**src/rtl/periph_arbiter_pkg.sv**
```systemverilog
// Shared definitions for the peripheral arbiter: packet geometry, RX FSM
// states and the packet address extractor.
package periph_arbiter_pkg;

  localparam int unsigned usb_packet_width     = 32;
  localparam int unsigned periph_address_width = 4;

  typedef enum logic [1:0] {
    RX_IDLE    = 2'd0,
    RX_READ    = 2'd1,
    RX_CAPTURE = 2'd2,
    RX_PRESENT = 2'd3
  } rx_state_t;

  // The destination peripheral index lives in the top bits of every packet.
  function automatic logic [periph_address_width-1:0] get_packet_addr(
    input logic [usb_packet_width-1:0] pkt
  );
    return pkt[usb_packet_width-1 -: periph_address_width];
  endfunction

endpackage

```
**src/rtl/periph_arbiter_if.sv**
```systemverilog
// Packet bus between the USB FIFO side, the arbiter and the periph array.
// slave = arbiter side, master = USB/peripheral environment side.
interface periph_arbiter_if #(
  parameter int unsigned num_periphs = 4
);
  import periph_arbiter_pkg::*;

  logic [usb_packet_width-1:0]                   host_tx_data;
  logic                                          host_tx_valid;
  logic                                          host_tx_ready;
  logic [usb_packet_width-1:0]                   periph_tx_data;
  logic [num_periphs-1:0]                        periph_tx_valid;
  logic [num_periphs-1:0]                        periph_tx_full;
  logic [num_periphs-1:0][usb_packet_width-1:0]  periph_rx_data;
  logic [num_periphs-1:0]                        periph_rx_read;
  logic [num_periphs-1:0]                        periph_rx_empty;
  logic [num_periphs-1:0]                        periph_rx_almost_full;
  logic [usb_packet_width-1:0]                   host_rx_data;
  logic                                          host_rx_valid;
  logic                                          host_rx_ready;

  modport slave (
    input  host_tx_data, host_tx_valid, periph_tx_full,
    input  periph_rx_data, periph_rx_empty, periph_rx_almost_full,
    input  host_rx_ready,
    output host_tx_ready, periph_tx_data, periph_tx_valid,
    output periph_rx_read, host_rx_data, host_rx_valid
  );

  modport master (
    output host_tx_data, host_tx_valid, periph_tx_full,
    output periph_rx_data, periph_rx_empty, periph_rx_almost_full,
    output host_rx_ready,
    input  host_tx_ready, periph_tx_data, periph_tx_valid,
    input  periph_rx_read, host_rx_data, host_rx_valid
  );

endinterface

```
**src/rtl/periph_arbiter_rr_select.sv**
```systemverilog
// Rotating-priority first-one finder: returns the first set request at or
// after ptr, wrapping at n.
module rr_select #(
  parameter int unsigned n     = 4,
  parameter int unsigned idx_w = (n > 1) ? $clog2(n) : 1
) (
  input  logic [n-1:0]     req,
  input  logic [idx_w-1:0] ptr,
  output logic [idx_w-1:0] idx,
  output logic             found
);

  always_comb begin
    int unsigned      pos;
    logic [idx_w-1:0] pos_idx;
    idx     = '0;
    found   = 1'b0;
    pos     = 0;
    pos_idx = '0;
    for (int unsigned k = 0; k < n; k++) begin
      pos = 32'(ptr) + k;
      if (pos >= n) pos = pos - n;
      pos_idx = idx_w'(pos);
      if (!found && req[pos_idx]) begin
        found = 1'b1;
        idx   = pos_idx;
      end
    end
  end

endmodule

```
**src/rtl/periph_arbiter.sv**
```systemverilog
// Routes host packets to peripheral TX FIFOs by address and drains peripheral
// RX FIFOs toward the host in round-robin bursts. Optional: ARB_ALMOST_FULL_PRIORITY_EN.
module periph_arbiter
  import periph_arbiter_pkg::*;
#(
  parameter int unsigned num_periphs = 4,
  parameter int unsigned burst_len   = 4
) (
  input  logic                  clk,
  input  logic                  rst,
  periph_arbiter_if.slave       bus,
  output logic [15:0]           tx_drop_count,
  output logic                  idle
);

  localparam int unsigned sel_w = (num_periphs > 1) ? $clog2(num_periphs) : 1;
  localparam int unsigned bc_w  = (burst_len > 1) ? $clog2(burst_len) : 1;

  // ---------------- TX routing ----------------
  logic [periph_address_width-1:0] tx_addr;
  logic [sel_w-1:0]                tx_idx;
  logic                            tx_addr_ok;

  always_comb begin
    tx_addr    = get_packet_addr(bus.host_tx_data);
    tx_idx     = sel_w'(tx_addr);
    tx_addr_ok = 32'(tx_addr) < num_periphs;
    bus.periph_tx_valid = '0;
    bus.host_tx_ready   = 1'b1;
    if (tx_addr_ok) begin
      bus.host_tx_ready           = ~bus.periph_tx_full[tx_idx];
      bus.periph_tx_valid[tx_idx] = bus.host_tx_valid & ~bus.periph_tx_full[tx_idx];
    end
  end

  assign bus.periph_tx_data = bus.host_tx_data;

  always_ff @(posedge clk) begin
    if (rst) begin
      tx_drop_count <= '0;
    end else if (bus.host_tx_valid && !tx_addr_ok && tx_drop_count != 16'hFFFF) begin
      tx_drop_count <= tx_drop_count + 16'd1;
    end
  end

  // ---------------- RX arbitration ----------------
  rx_state_t              state;
  logic [sel_w-1:0]       rr_ptr;
  logic [sel_w-1:0]       sel;
  logic [bc_w-1:0]        burst_cnt;
  logic [num_periphs-1:0] rx_pending;
  logic [sel_w-1:0]       norm_idx;
  logic                   norm_found;
  logic [sel_w-1:0]       grant_idx;
  logic                   grant_found;
  logic                   burst_more;

  assign rx_pending = ~bus.periph_rx_empty;

  rr_select #(.n(num_periphs), .idx_w(sel_w)) u_rr_norm (
    .req   (rx_pending),
    .ptr   (rr_ptr),
    .idx   (norm_idx),
    .found (norm_found)
  );

`ifdef ARB_ALMOST_FULL_PRIORITY_EN
  logic [num_periphs-1:0] af_req;
  logic [sel_w-1:0]       af_idx;
  logic                   af_found;
  logic                   prio_grant;

  assign af_req = rx_pending & bus.periph_rx_almost_full;

  rr_select #(.n(num_periphs), .idx_w(sel_w)) u_rr_af (
    .req   (af_req),
    .ptr   (rr_ptr),
    .idx   (af_idx),
    .found (af_found)
  );

  assign grant_found = af_found | norm_found;
  assign grant_idx   = af_found ? af_idx : norm_idx;
  // A pressure grant ignores burst_len and lasts while almost_full holds.
  assign burst_more  = rx_pending[sel] &
                       (prio_grant ? bus.periph_rx_almost_full[sel]
                                   : (32'(burst_cnt) < burst_len - 1));
`else
  assign grant_found = norm_found;
  assign grant_idx   = norm_idx;
  assign burst_more  = rx_pending[sel] & (32'(burst_cnt) < burst_len - 1);
`endif

  always_ff @(posedge clk) begin
    if (rst) begin
      state              <= RX_IDLE;
      rr_ptr             <= '0;
      sel                <= '0;
      burst_cnt          <= '0;
      bus.host_rx_valid  <= 1'b0;
      bus.host_rx_data   <= '0;
      bus.periph_rx_read <= '0;
`ifdef ARB_ALMOST_FULL_PRIORITY_EN
      prio_grant         <= 1'b0;
`endif
    end else begin
      unique case (state)
        RX_IDLE: begin
          if (grant_found) begin
            sel                <= grant_idx;
            burst_cnt          <= '0;
            bus.periph_rx_read <= num_periphs'(1) << grant_idx;
            state              <= RX_READ;
`ifdef ARB_ALMOST_FULL_PRIORITY_EN
            prio_grant         <= af_found;
`endif
          end
        end
        RX_READ: begin
          bus.periph_rx_read <= '0;
          state              <= RX_CAPTURE;
        end
        RX_CAPTURE: begin
          // FIFO head is valid one cycle after the read strobe.
          bus.host_rx_data  <= bus.periph_rx_data[sel];
          bus.host_rx_valid <= 1'b1;
          state             <= RX_PRESENT;
        end
        RX_PRESENT: begin
          if (bus.host_rx_ready) begin
            bus.host_rx_valid <= 1'b0;
            if (burst_more) begin
              burst_cnt          <= burst_cnt + 1'b1;
              bus.periph_rx_read <= num_periphs'(1) << sel;
              state              <= RX_READ;
            end else begin
              rr_ptr <= (32'(sel) == num_periphs - 1) ? '0 : sel + 1'b1;
              state  <= RX_IDLE;
            end
          end
        end
      endcase
    end
  end

  assign idle = (state == RX_IDLE) & (&bus.periph_rx_empty) & ~bus.host_tx_valid;

endmodule

```
**src/flat_wrapper.sv**
```systemverilog
// flat-port wrapper written by rule: the top's interface ports become plain ports
module periph_arbiter_flat import periph_arbiter_pkg::*;
#(
  parameter int unsigned num_periphs = 4,
  parameter int unsigned burst_len   = 4
)
  (clk, rst, tx_drop_count, idle, bus_host_tx_data, bus_host_tx_valid, bus_periph_tx_full, bus_periph_rx_data, bus_periph_rx_empty, bus_periph_rx_almost_full, bus_host_rx_ready, bus_host_tx_ready, bus_periph_tx_data, bus_periph_tx_valid, bus_periph_rx_read, bus_host_rx_data, bus_host_rx_valid);
  periph_arbiter_if #(.num_periphs(num_periphs)) bus_i ();
  input  logic clk;
  input  logic rst;
  output logic [15:0] tx_drop_count;
  output logic idle;
  input wire logic [$bits(bus_i.host_tx_data)-1:0] bus_host_tx_data;
  input wire logic [$bits(bus_i.host_tx_valid)-1:0] bus_host_tx_valid;
  input wire logic [$bits(bus_i.periph_tx_full)-1:0] bus_periph_tx_full;
  input wire logic [$bits(bus_i.periph_rx_data)-1:0] bus_periph_rx_data;
  input wire logic [$bits(bus_i.periph_rx_empty)-1:0] bus_periph_rx_empty;
  input wire logic [$bits(bus_i.periph_rx_almost_full)-1:0] bus_periph_rx_almost_full;
  input wire logic [$bits(bus_i.host_rx_ready)-1:0] bus_host_rx_ready;
  output wire logic [$bits(bus_i.host_tx_ready)-1:0] bus_host_tx_ready;
  output wire logic [$bits(bus_i.periph_tx_data)-1:0] bus_periph_tx_data;
  output wire logic [$bits(bus_i.periph_tx_valid)-1:0] bus_periph_tx_valid;
  output wire logic [$bits(bus_i.periph_rx_read)-1:0] bus_periph_rx_read;
  output wire logic [$bits(bus_i.host_rx_data)-1:0] bus_host_rx_data;
  output wire logic [$bits(bus_i.host_rx_valid)-1:0] bus_host_rx_valid;
  assign bus_i.host_tx_data = bus_host_tx_data;
  assign bus_i.host_tx_valid = bus_host_tx_valid;
  assign bus_i.periph_tx_full = bus_periph_tx_full;
  assign bus_i.periph_rx_data = bus_periph_rx_data;
  assign bus_i.periph_rx_empty = bus_periph_rx_empty;
  assign bus_i.periph_rx_almost_full = bus_periph_rx_almost_full;
  assign bus_i.host_rx_ready = bus_host_rx_ready;
  assign bus_host_tx_ready = bus_i.host_tx_ready;
  assign bus_periph_tx_data = bus_i.periph_tx_data;
  assign bus_periph_tx_valid = bus_i.periph_tx_valid;
  assign bus_periph_rx_read = bus_i.periph_rx_read;
  assign bus_host_rx_data = bus_i.host_rx_data;
  assign bus_host_rx_valid = bus_i.host_rx_valid;
  periph_arbiter #(.num_periphs(num_periphs), .burst_len(burst_len)) u_core (.clk(clk), .rst(rst), .bus(bus_i), .tx_drop_count(tx_drop_count), .idle(idle));
endmodule
```
**config.mk**
```make
export PLATFORM = sky130hd
export DESIGN_NAME = periph_arbiter_flat
export DESIGN_NICKNAME = d
export VERILOG_FILES = /design/src/rtl/periph_arbiter_pkg.sv /design/src/rtl/periph_arbiter_if.sv /design/src/rtl/periph_arbiter_rr_select.sv /design/src/rtl/periph_arbiter.sv /design/src/flat_wrapper.sv
export SDC_FILE = /design/constraint.sdc
export NUM_CORES = 1
export LEC_CHECK = 0
export CORE_ASPECT_RATIO = 0.8
export CORE_MARGIN = 2
export CORE_UTILIZATION = 36
export CTS_CLUSTER_DIAMETER = 150
export DETAILED_ROUTE_END_ITERATION = 8
export PLACE_DENSITY = 0.9
export SLEW_MARGIN = 20
export SYNTH_ARGS = -nofsm -noshare
export SYNTH_HDL_FRONTEND = slang
export SYNTH_SLANG_ARGS = --single-unit
```
**constraint.sdc**
```tcl
create_clock -name clk -period 2.4 [get_ports clk]
set_input_delay 0.72 -clock clk [delete_from_list [all_inputs] [get_ports clk]]
set_output_delay 0.72 -clock clk [all_outputs]
set_load 0.02 [all_outputs]
```
# Word level (Yosys, flattened, before mapping)
# Cells that the tools add are included.
[word_totals] ff_bits=61 latch_bits=0 inputBits=176 ram_bits=0 mem_count=0 romBits=0
[classes] magnitude_cmp=13 n_mul=0 shift=2 n_bitwise=9 muxes=45 div=0 eq_ne=8 reduce_logical=21 n_addsub=10
[ops] operator="$bmux W32 S2" n=1
[ops] operator="$mux W32" n=1
[ops] operator="$mux W2" n=14
[ops] operator="$lt A2 B3 Y1 const B" n=6
[ops] operator="$add A16 B1 Y16 const B" n=1
[ops] operator="$mux W4" n=4
[ops] operator="$ne A16 B16 Y1 const B" n=1
[ops] operator="$mux W1" n=14
[ops] operator="$bmux W1 S2" n=6
[ops] operator="$pmux W4 S3" n=1
[ops] operator="$reduce_and A4 Y1" n=3
[ops] operator="$ge A3 B3 Y1 const B" n=3
[ops] operator="$pmux W2 S4" n=1
[ops] operator="$shl A1 B2 Y4 const A" n=2
[ops] operator="$sub A2 B1 Y2 const B" n=4
[ops] operator="$add A2 B2 Y3 const B" n=2
[ops] operator="$eq A2 B2 Y1 const B" n=3
[ops] operator="$logic_and A1 B1 Y1" n=6
[ops] operator="$reduce_and A2 Y1" n=3
[ops] operator="$add A2 B1 Y2 const B" n=2
[ops] operator="$and A1 B1 Y1" n=4
[ops] operator="$and A4 B4 Y4" n=1
[ops] operator="$logic_not A1 Y1" n=4
[ops] operator="$lt A4 B3 Y1 const B" n=1
[ops] operator="other kinds (16)" n=20

# Logic depth before layout (Yosys ltp)
[depth] word_depth=17 depth_mapped=6

# Modules after synthesis
# A second synthesis with hierarchy kept.
[unflattened] hier_cells=412 hier_area_um2=4117.7
[modules_own_cells] mod="periph_arbiter" seq_area_each_um2=1221.2 area_each_um2=4040.1 cells_per_inst=397 instances=1
[modules_own_cells] mod="rr_select" seq_area_each_um2=0.0 area_each_um2=77.6 cells_per_inst=15 instances=1

# Worst setup path before layout
# OpenSTA, ideal clock, no wires.
[synth_path] path_type="input to output" from="in bus_host_tx_data[28]" to="out bus_periph_tx_valid[3]" cell_stages=2 path_slack_ns=-0.263 arrival_time_ns=1.943 cell_sequence="mux4_2 > nor4bb_1"
[synth_via] elab_chain_cells=6
[synth_lines] item="start: declaration" line="flat_wrapper.sv:13" text="input wire logic [$bits(bus_i.host_tx_data)-1:0] bus_host_tx_data;"
[synth_lines] item="$lt A2 B3 Y1 (implied by the code) (tied with other cells)" line="periph_arbiter.sv:32" text="bus.periph_tx_valid[tx_idx] = bus.host_tx_valid & ~bus.periph_tx_full[tx_idx];"
[synth_lines] item="$logic_and A1 B1 Y1 (implied by the code) or $mux W1 (tied branches)" line="periph_arbiter.sv:32"
[synth_lines] item="$mux W1 (implied by the code) or $not A1 Y1 (tied branches)" line="periph_arbiter.sv:32"
[synth_lines] item="$demux W1 S2 or $and A1 B1 Y1 (tied branches)"
[synth_lines] item="$and A4 B4 Y4 (no line)"
[synth_lines] item="$mux W4 (*)" line="periph_arbiter.sv:30" text="if (tx_addr_ok) begin"
[synth_lines] item="end: declaration" line="flat_wrapper.sv:22" text="output wire logic [$bits(bus_i.periph_tx_valid)-1:0] bus_periph_tx_valid;"
# Mark *: on every way between the ends. The rest lies on a longest branch, timed or not. The select of a mux whose other input is x is not followed.

# Worst setup path in the final report
# Same ends and word-level chain as after synthesis.

==> summary.md <==
| Metric | Value |
|---|---|
| Status | `finished with violations` |
| Failing checks | `negative setup slack` |
| Cell count after synthesis | `between 300 and 400` |
| H-tree depth | `3` |
| Max-slew violation count | `0` |
| Hold Crit Start | `u_core.bus.host_rx_data[26]` |
| Core area | `10800 sq um` |
| CP Launch Point | `bus_host_tx_data[28]` |
| Clock latency at the later pin of the worst-skew pair | `~0.32 ns` |
| DRT Pass-1 Iters | `4` |
| RR Endpoint | `u_core.bus.periph_rx_read[2]` |
| CP endpoint kind | `primary output` |
| Flops & latches, synth | `between 60 and 70` |
| Die Wd | `between 100 and 150 microns` |
| M2 GR Usage | `42.2%` |
| Mapped Area | `just under 4000 sq um` |
| DIE AREA | `about 12000 sq um` |
| DRC Markers | `0` |
| First-pass GRT wire length | `roughly 21000 microns` |
| Share of cells above drive strength 1 | `a little under a fifth` |
| Rel. slew slack | `between 60% and 70%` |
| Initial core utilization | `a little over a third` |
| Vias in the first global route | `4258` |
| Post-route worst setup slack | `-0.125 ns` |
| CTS sink cnt | `61` |
| Largest cells by area after synthesis | `dfxtp_1, mux4_2, mux2i_1` |
| Async S/R FF share, synth | `0%` |
| Final Skew | `approximately 0.006 ns` |
| Final WL | `about 13000 microns` |
| Number of setup violations in the final report | `1` |
| Dpl hpwl | `approximately 11000 microns` |
| Drt via density | `between 5 and 6` |
| LEAKAGE | `2.29 nW` |
| Final worst-path cycle share | `105%` |
| Worst-margin pin slew | `roughly 0.57 ns` |
| Final-report hold violation count | `0` |
| Hold slack | `0.496 ns` |
| # IOs | `between 200 and 300` |
| FF-to-FF path depth | `6` |
| GRT Resource Usage Total | `23.1%` |
| Yosys cell types | `52` |
| Synth top area share | `between 30% and 40%` |
| Req. time, crit path | `1.68 ns` |
| FP Rows | `34` |
| Total power | `around 4.4 mW` |
| Grt peak-use layer | `met2` |
| CTS max path bufs | `2` |
| Worst-path clk slew | `around 0.05 ns` |
| Largest net degree at the start of global routing | `42` |
| Primary FF master, synth | `dfxtp_1` |
| Worst flop-to-flop path startpoint | `u_core.state[1]` |
| Post-synth EDFFs | `0` |
| Sequential-to-total area share from yosys stat | `slightly above 30%` |
| Final setup TNS | `-0.125 ns` |
| M1 GR Usage | `between 20% and 30%` |
| CP max FO | `2` |
| Total CTS buffers | `9` |
| Power density cells | `699 nW/um^2` |
| Root Driver | `clkbuf_16` |
| Clock tree from TritonCTS | `built` |
| Drt wl/cell | `about 18 microns` |
| Die height | `97.4 microns` |
| Net count, final | `a little under 800` |
| Met3 Use GR | `approximately 7.0%` |
| Filler Cell Count | `889` |
| Setup crit end | `bus_periph_tx_valid[3]` |
| Vias after detailed routing | `4039` |
| Max Clk Rate | `between 300 and 400 MHz` |
| Reg-to-reg slack, setup | `0.43 ns` |
| Starting DRT DRC Count | `about 250` |
| Crit start category | `input pin` |
| Synthesis Warnings | `0` |
| P&R area growth vs syn | `62.0%` |
| GPL Wtd Cong | `about 0.9` |
| Minimum clock period | `between 2 and 3 ns` |
| Hold Path Class | `flop to flop` |
| Grt ovf | `0` |
| Max Cap Viol | `0` |
| Synth Area per Inst | `10.0 sq um` |
| I/O Buffers | `approximately 200` |
| ANT nets after route | `0` |
| Synth area leader | `dfxtp_1` |
| Initial antenna violation count | `1` |
| WP data arrival | `about 1.8 ns` |
| Unrepaired setup endpoints after global routing | `true` |
| Worst Path Class, Setup | `input pin to primary output` |
| Syn nets | `576` |
| Max VDD drop | `roughly 360 uV` |
cells by family (layout without fill, tap and decap cells):
group | Yosys count | count (layout) | synth area share (%)
AND/OR/NAND/NOR | 127 | 127 | 17.0
other | 0 | 1 | 0
adder cells (fa/ha/maj) | 8 | 8 | 2.55
flip-flops | 61 | 61 | 31.1
buffers and inverters | 63 | 262 | 9.72
multiplexers | 71 | 71 | 28.7
AO/OA/AOI/OAI | 62 | 62 | 10.9
synthesized netlist by cell type (7+ instances only):
library cell,count
a31oi_1,7
nor2_1,48
buf_4,32
nand2_1,17
a21oi_1,13
mux2i_1,36
mux4_2,33
nand4_1,9
o21ai_0,9
inv_1,10
nor3_1,9
dfxtp_1,61
ha_1,8
clkbuf_1,11
cells in the final DEF, fill, tap and decap left out, types with 3 or more instances in the layout:
cell type / instances
nand4_1: 9
buf_2: 6
a21oi_1: 13
nor4_1: 4
dlygate4sd2_1: 9
nor2b_1: 4
nor2_1: 47
inv_1: 10
ha_1: 7
and4_1: 3
o31ai_1: 5
clkbuf_2: 3
nand3_1: 5
a221oi_1: 3
nor3_1: 9
clkbuf_16: 9
mux4_2: 33
dfxtp_1: 59
a31oi_1: 7
and3_1: 3
or4_1: 4
nand2_1: 16
or3_1: 4
or2_2: 3
a211oi_1: 3
buf_4: 32
clkdlybuf4s50_1: 183
mux2i_1: 36
o311ai_0: 5
o21ai_0: 9
area by class of cell:
class	count	area, sq um	area share (%)
Multi-Input combinational cell	268	2350	36.9
Sequential cell	61	1220	19.2
Inverter	10	37.5	0.590
Timing Repair Buffer	236	2240	35.3
Antenna cell	1	2.50	0.0393
Clock buffer	9	225	3.54
Tap cell	144	180	2.83
Clock inverter	7	98.8	1.55
what timing repair did:
item,in CTS,in global routing
pin swaps,7,4
hold buffers,0,0
gates resized for setup,59,12
buffers inserted,2,1
setup endpoints to repair,10,4
power breakdown:
| part | internal (mW) | leakage [nW] | switching, mW | total, mW |
|---|---|---|---|---|
| Clock | 0.914 | 0.156 | 0.492 | 1.41 |
| Combinational | 0.941 | 1.64 | 0.808 | 1.75 |
| Sequential | 1.18 | 0.496 | 0.112 | 1.29 |
critical path: stages:
cell      delay [ns]
buf_8           0.07
mux4_2          0.51
nor4bb_2        0.30
buf_2           0.21
worst min path at each step:
stage	endpoint	slack, ns	cells after the start
5_1_grt	u_core.bus.host_rx_data[24]	0.53	2
3_3_place_gp	u_core.bus.host_rx_data[15]	0.47	2
6_report	u_core.bus.host_rx_data[26]	0.50	2
3_5_place_dp	u_core.bus.host_rx_data[10]	0.49	2
4_1_cts	u_core.bus.host_rx_data[26]	0.50	2
2_1_floorplan	u_core.burst_cnt[1]	0.47	2
sequential cells by signal, summed over array words and instances (netlist names):
signal and flops:
u_core.bus.host_rx_data 32, u_core.tx_drop_count 16, u_core.bus.periph_rx_read 4, u_core.burst_cnt 2, u_core.rr_ptr 2, u_core.sel 2, u_core.state 2, u_core.bus.host_rx_valid 1
per-stage QoR:
stage               area [sq um]  instances  worst slack [ns]  util (%)
floorplan                   3950        392           -0.0914         -
global placement            6060        716            -0.994      56.3
detailed placement          6060        716             -1.03      56.3
CTS                         6350        734            -0.178      59.0
global route                6360        736            -0.170      59.1
finish                      6360        736            -0.125      59.1
per-layer routing:
metal / vias up / part of all wire (%)
li1: 1861 / -
met2: 223 / 52
met1: 1922 / 36
met3: 33 / 8.9
met4: 0 / 2.9
met5: - / 0
Power figures use the tool's default switching activity.
